<file path="src/rtl/adder_sweep_ctrl.sv">
// Operand sequencer and settle monitor for a ripple adder: walks every i->j input
// transition, times how long {c3,s} takes to settle, and keeps the worst case.
// Optional unsettled-phase counter enabled by `define ADDER_SWEEP_ERRCNT_EN.
module adder_sweep_ctrl #(
  parameter int unsigned WIDTH = 3,
  parameter int unsigned HOLD  = 8,
  parameter int unsigned DW    = 8
) (
  input  logic              clk_i,
  input  logic              rst_i,
  input  logic              start_i,
  output logic [WIDTH-1:0]  a_o,
  output logic [WIDTH-1:0]  b_o,
  output logic              c0_o,
  input  logic [WIDTH:0]    sum_in_i,
  output logic              busy_o,
  output logic              done_o,
  output logic [DW-1:0]     max_delay_o,
  output logic [2*WIDTH:0]  max_from_o,
  output logic [2*WIDTH:0]  max_to_o,
  output logic              err_o,
  output logic [15:0]       err_cnt_o
);

  localparam int unsigned VW = 2 * WIDTH + 1;
  localparam int unsigned SW = WIDTH + 1;
  localparam int unsigned KW = (HOLD > 2) ? $clog2(HOLD) : 1;
  localparam logic [VW-1:0] VLAST = '1;
  localparam logic [KW-1:0] KLAST = KW'(HOLD - 1);

  typedef enum logic [1:0] {IDLE, PHASE_I, PHASE_J, DONE} state_e;

  state_e          state_q, state_d;
  logic [VW-1:0]   v_q, v_d;
  logic [VW-1:0]   prev_q, prev_d;
  logic [VW-1:0]   i_q, i_d;
  logic [VW-1:0]   j_q, j_d;
  logic [KW-1:0]   k_q, k_d;
  logic [DW-1:0]   lastmis_q, lastmis_d;
  logic [DW-1:0]   maxd_q, maxd_d;
  logic [VW-1:0]   from_q, from_d;
  logic [VW-1:0]   to_q, to_d;
  logic            err_q, err_d;
  logic            busy_q, busy_d;
  logic            done_q, done_d;

  logic [SW-1:0]   exp_c;
  logic            mismatch_c;
  logic [DW-1:0]   dcur_c;
  logic            phase_last_c;
  logic            start_ok_c;

  assign a_o         = v_q[VW-1 -: WIDTH];
  assign b_o         = v_q[WIDTH:1];
  assign c0_o        = v_q[0];
  assign busy_o      = busy_q;
  assign done_o      = done_q;
  assign max_delay_o = maxd_q;
  assign max_from_o  = from_q;
  assign max_to_o    = to_q;
  assign err_o       = err_q;

  // Compare against the operands currently on the bus; d tracks the last mismatching sample.
  assign exp_c        = SW'(a_o) + SW'(b_o) + SW'(c0_o);
  assign mismatch_c   = (sum_in_i != exp_c);
  assign dcur_c       = mismatch_c ? (DW'(k_q) + DW'(1)) : lastmis_q;
  assign phase_last_c = busy_q && (k_q == KLAST);
  assign start_ok_c   = start_i && ((state_q == IDLE) || (state_q == DONE));

  always_comb begin
    state_d   = state_q;
    v_d       = v_q;
    prev_d    = prev_q;
    i_d       = i_q;
    j_d       = j_q;
    k_d       = k_q;
    lastmis_d = lastmis_q;
    maxd_d    = maxd_q;
    from_d    = from_q;
    to_d      = to_q;
    err_d     = err_q;
    busy_d    = busy_q;
    done_d    = done_q;
    case (state_q)
      IDLE, DONE: begin
        if (start_ok_c) begin
          state_d   = PHASE_I;
          v_d       = '0;
          prev_d    = '0;
          i_d       = '0;
          j_d       = '0;
          k_d       = '0;
          lastmis_d = '0;
          maxd_d    = '0;
          from_d    = '0;
          to_d      = '0;
          err_d     = 1'b0;
          busy_d    = 1'b1;
          done_d    = 1'b0;
        end
      end
      PHASE_I, PHASE_J: begin
        if (!phase_last_c) begin
          k_d       = k_q + KW'(1);
          lastmis_d = dcur_c;
        end else begin
          k_d       = '0;
          lastmis_d = '0;
          prev_d    = v_q;
          if (dcur_c > maxd_q) begin
            maxd_d = dcur_c;
            from_d = prev_q;
            to_d   = v_q;
          end
          if (mismatch_c) err_d = 1'b1;
          if (state_q == PHASE_I) begin
            v_d     = j_q;
            state_d = PHASE_J;
          end else if (j_q != VLAST) begin
            j_d     = j_q + VW'(1);
            v_d     = i_q;
            state_d = PHASE_I;
          end else if (i_q != VLAST) begin
            i_d     = i_q + VW'(1);
            j_d     = '0;
            v_d     = i_q + VW'(1);
            state_d = PHASE_I;
          end else begin
            state_d = DONE;
            busy_d  = 1'b0;
            done_d  = 1'b1;
          end
        end
      end
      default: state_d = IDLE;
    endcase
  end

  always_ff @(posedge clk_i or posedge rst_i) begin
    if (rst_i) begin
      state_q   <= IDLE;
      v_q       <= '0;
      prev_q    <= '0;
      i_q       <= '0;
      j_q       <= '0;
      k_q       <= '0;
      lastmis_q <= '0;
      maxd_q    <= '0;
      from_q    <= '0;
      to_q      <= '0;
      err_q     <= 1'b0;
      busy_q    <= 1'b0;
      done_q    <= 1'b0;
    end else begin
      state_q   <= state_d;
      v_q       <= v_d;
      prev_q    <= prev_d;
      i_q       <= i_d;
      j_q       <= j_d;
      k_q       <= k_d;
      lastmis_q <= lastmis_d;
      maxd_q    <= maxd_d;
      from_q    <= from_d;
      to_q      <= to_d;
      err_q     <= err_d;
      busy_q    <= busy_d;
      done_q    <= done_d;
    end
  end

`ifdef ADDER_SWEEP_ERRCNT_EN
  logic [15:0] errcnt_q;

  // Saturating count of phases still mismatching on their final sample.
  always_ff @(posedge clk_i or posedge rst_i) begin
    if (rst_i) begin
      errcnt_q <= '0;
    end else if (start_ok_c) begin
      errcnt_q <= '0;
    end else if (phase_last_c && mismatch_c && (errcnt_q != 16'hFFFF)) begin
      errcnt_q <= errcnt_q + 16'd1;
    end
  end

  assign err_cnt_o = errcnt_q;
`else
  assign err_cnt_o = '0;
`endif

endmodule
</file>
<file path="config.mk">
export PLATFORM = sky130hd
export DESIGN_NAME = adder_sweep_ctrl
export DESIGN_NICKNAME = d
export VERILOG_FILES = /design/src/rtl/adder_sweep_ctrl.sv
export SDC_FILE = /design/constraint.sdc
export NUM_CORES = 1
export LEC_CHECK = 0
export BUFFER_PORTS_ARGS = -buffer_cell sky130_fd_sc_hd__buf_2
export CAP_MARGIN = 0
export CORE_AREA = 5 5 98 72
export CTS_CLUSTER_DIAMETER = 100
export CTS_CLUSTER_SIZE = 28
export DETAILED_ROUTE_END_ITERATION = 12
export DIE_AREA = 0 0 103 77
export PLACE_DENSITY = 0.83
export SYNTH_ARGS = -nofsm -noshare
export SYNTH_HDL_FRONTEND = slang
export SYNTH_SLANG_ARGS = --single-unit
</file>
<file path="constraint.sdc">
create_clock -name clk_i -period 9.49 [get_ports clk_i]
set_input_delay 2.847 -clock clk_i [delete_from_list [all_inputs] [get_ports clk_i]]
set_output_delay 2.847 -clock clk_i [all_outputs]
set_load 0.1 [all_outputs]
</file>
==> summary.txt <==
Outcome - finished, final reports clean
I/O pin cnt - 55
Clk pin slew, worst setup/hold paths - 0.08 ns
Maximum vdd drop - 0.169 mV
Area leader, netlist - dfrtp_1
Drt pass-1 iters - 4
Max-cap violations - 0
Core Area - 6070 um^2
Post-synthesis cell area - 3540 um^2
Worst hold start - prev_q[2]$_DFFE_PP0P_
Footprint of the multi-input gates - 1680 um^2
Width of the die - 103 um
Slowest stage delay, CP - 0.91 ns
H-tree depth - 3
Via count - 2721
Cells after synthesis - 341
Maximum clock path buffer count - 2
Clock Latency Late Sink - 0.35 ns
Setup TNS - 0 ns
WL final - 7830 um
Antenna violations before repair - 0
FF-to-FF setup slack - 4.52 ns
Skew final - 0.0110 ns
Pin count of the biggest net entering global routing - 67
Setup CP Type - input port to flip-flop
PD cells - 325 nW/um^2
PnR worst setup slack - 3.16 ns
CP max FO - 16
Share of the synthesized area in the top cell type - 46.7%
Ant diodes - 0
Pre-CTS WS - 2.90 ns
Synth cell count leaders - 66 x dfrtp_1, 28 x a22o_1, 22 x nand2_1
Worst setup EP type - flip-flop
Root buffer cell - clkbuf_8
Post-CTS Setup Bufs - 0
Fin. Hold Viols - 0
Hold Crit Depth - 2
Post-CTS sizing - 0
Worst path cell trace - buf_2, xor2_1, xnor2_1, a2111oi_4, mux2i_1, inv_1, ha_1, and3_1, a221oi_1, nor2b_1, o31ai_2, buf_4, a22o_1
Final GP Congestion - 0.879
Layout net count - 401
ANT nets after route - 0
R2r startpoint - v_q[4]$_DFFE_PP0P_
Achievable Freq - 158 MHz
First-pass GRT wire length - 13300 um
CP arrival - 6.60 ns
Share of layout cells above drive strength 1 - 17.1%
Tmin final - 6.33 ns
Worst-Margin Slew - 1.14 ns
Pleak - 1.95 nW
Storage element area - 1650 um^2
WP data required - 9.77 ns
Post-synth EDFFs - 0
Vias in the first global route - 2541
Worst Hold Class - flip-flop to flip-flop
Chip height - 77 um
Fin crit share - 66.7%
Num rows - 24
Ys async rst share - 100%
Starting DRT DRC Count - 246
WL/cell - 17.1 um
# hold bufs at CTS - 0
DPL Wire Length - 5450 um
Layout fillers - 484
Worst min-delay path endpoint - prev_q[2]$_DFFE_PP0P_
Total CTS buffers - 9
CTS tree - done
FF-to-FF End - max_from_o[6]$_DFFE_PP0P_
Top FF cell, synth - dfrtp_1
Total track usage - 21.3%
I/O Buffers - 38
Yosys cell types - 51
Initial Util - 58.3%
Synth-to-layout area growth - 11.4%
Yosys Warn Count - 0
Residual DRC count - 0
Syn avg cell area - 10.4 um^2
Most common cell in the netlist - dfrtp_1
CTS Sinks - 66
Mean number of vias per cell - 5.93
Full die area - 7930 um^2
#FFs+latches synth - 66
Slew Viols, Final - 0
GR Overflow Total - 0
Worst slew margin - 23.3%
Top post-synthesis cells by area - dfrtp_1 47%, a22o_1 6.9%, ha_1 5.7%
Critical Path Source Type - input port
Register area share after synthesis - 46.7%
Slowest-stage cell, CP - a2111oi_4
Setup violators final - 0
Reg2Reg Depth - 14
RSZ-0062 raised after global routing - no
## cell families after synthesis
family          Yosys count  synth area share (%)
simple gates             92                  13.8
compound gates           94                  20.2
flops                    66                  46.7
fa+ha+maj                18                  6.79
mux                       9                  2.72
xor+xnor                  9                  2.23
other cells               1                 0.106
buf+inv                  52                  7.43
## power breakdown
group / switching [W] / leakage [nW] / total (W) / internal (W)
Sequential: 0.0000637 / 0.897 / 0.000400 / 0.000336
Combinational: 0.000443 / 0.934 / 0.000613 / 0.000170
Clock: 0.000119 / 0.115 / 0.000269 / 0.000151
## how the worst max path moves through the flow
stage,depth (start not counted),startpoint,endpoint
after global routing,13,sum_in_i[2],max_to_o[6]$_DFFE_PP0P_
after CTS,13,sum_in_i[2],max_from_o[6]$_DFFE_PP0P_
final,13,sum_in_i[2],max_from_o[6]$_DFFE_PP0P_
after global placement,13,sum_in_i[2],max_to_o[1]$_DFFE_PP0P_
after floorplan,11,sum_in_i[2],max_to_o[4]$_DFFE_PP0P_
after detailed placement,13,sum_in_i[2],max_from_o[6]$_DFFE_PP0P_
## final cells by class
class,count,area share (%)
multi-input cells,238,42.7
repair buffers,40,5.21
flip-flops and latches,66,41.9
clock inverters,7,2.54
well taps,78,2.48
clock buffers,9,3.14
inverters,21,2.00
## placed cells by master, fill, tap and decap left out, drive strengths merged, types with 7 or more instances in the layout
| cell type | n |
|---|---|
| clkbuf | 9 |
| o21ai | 15 |
| inv | 24 |
| a22o | 28 |
| buf | 40 |
| nor3 | 8 |
| and2 | 9 |
| nand3 | 9 |
| and3 | 8 |
| nand2 | 22 |
| dfrtp | 66 |
| conb | 16 |
| a21oi | 15 |
| nor2 | 14 |
| mux2i | 7 |
| nor2b | 8 |
| ha | 16 |
## metrics by stage
stage,cell area [um^2],power (W),std cells,util [%],hold slack (ns)
after global routing,3940,0.00136,459,65.0,0.499
after CTS,3940,0.00128,459,65.0,0.492
after global placement,3720,0.000990,443,61.3,0.470
after detailed placement,3720,0.00101,443,61.3,0.477
after floorplan,3590,0.000896,356,-,0.451
final,3940,0.00128,459,65.0,0.497
## routing by layer
metal  part of all wire [%]  up-vias  GRT usage [%]
met5                      0        -              0
li1                       -     1274              -
met4                   0.89        0           4.79
met2                     44      109           28.3
met3                    8.4        8           7.62
met1                     47     1330           33.0
## worst max-delay path: cells and delay by family
| kind | cells | cell delay [ns] |
|---|---|---|
| and+or+nand+nor | 2 | 0.31 |
| AOI/OAI and AO/OA | 4 | 1.94 |
| xor gates and xnor gates | 2 | 0.32 |
| adders and majority gates | 1 | 0.29 |
| muxes | 1 | 0.38 |
| buffers and inverters | 3 | 0.50 |
## flip-flops by register name, summed over array words and instances (netlist names), 2 cells and up
signal,flops
k_q,3
i_q,7
lastmis_q,8
v_q,7
max_from_o,7
max_to_o,7
state_q,2
max_delay_o,8
j_q,7
prev_q,7
Power figures use the tool's default switching activity.
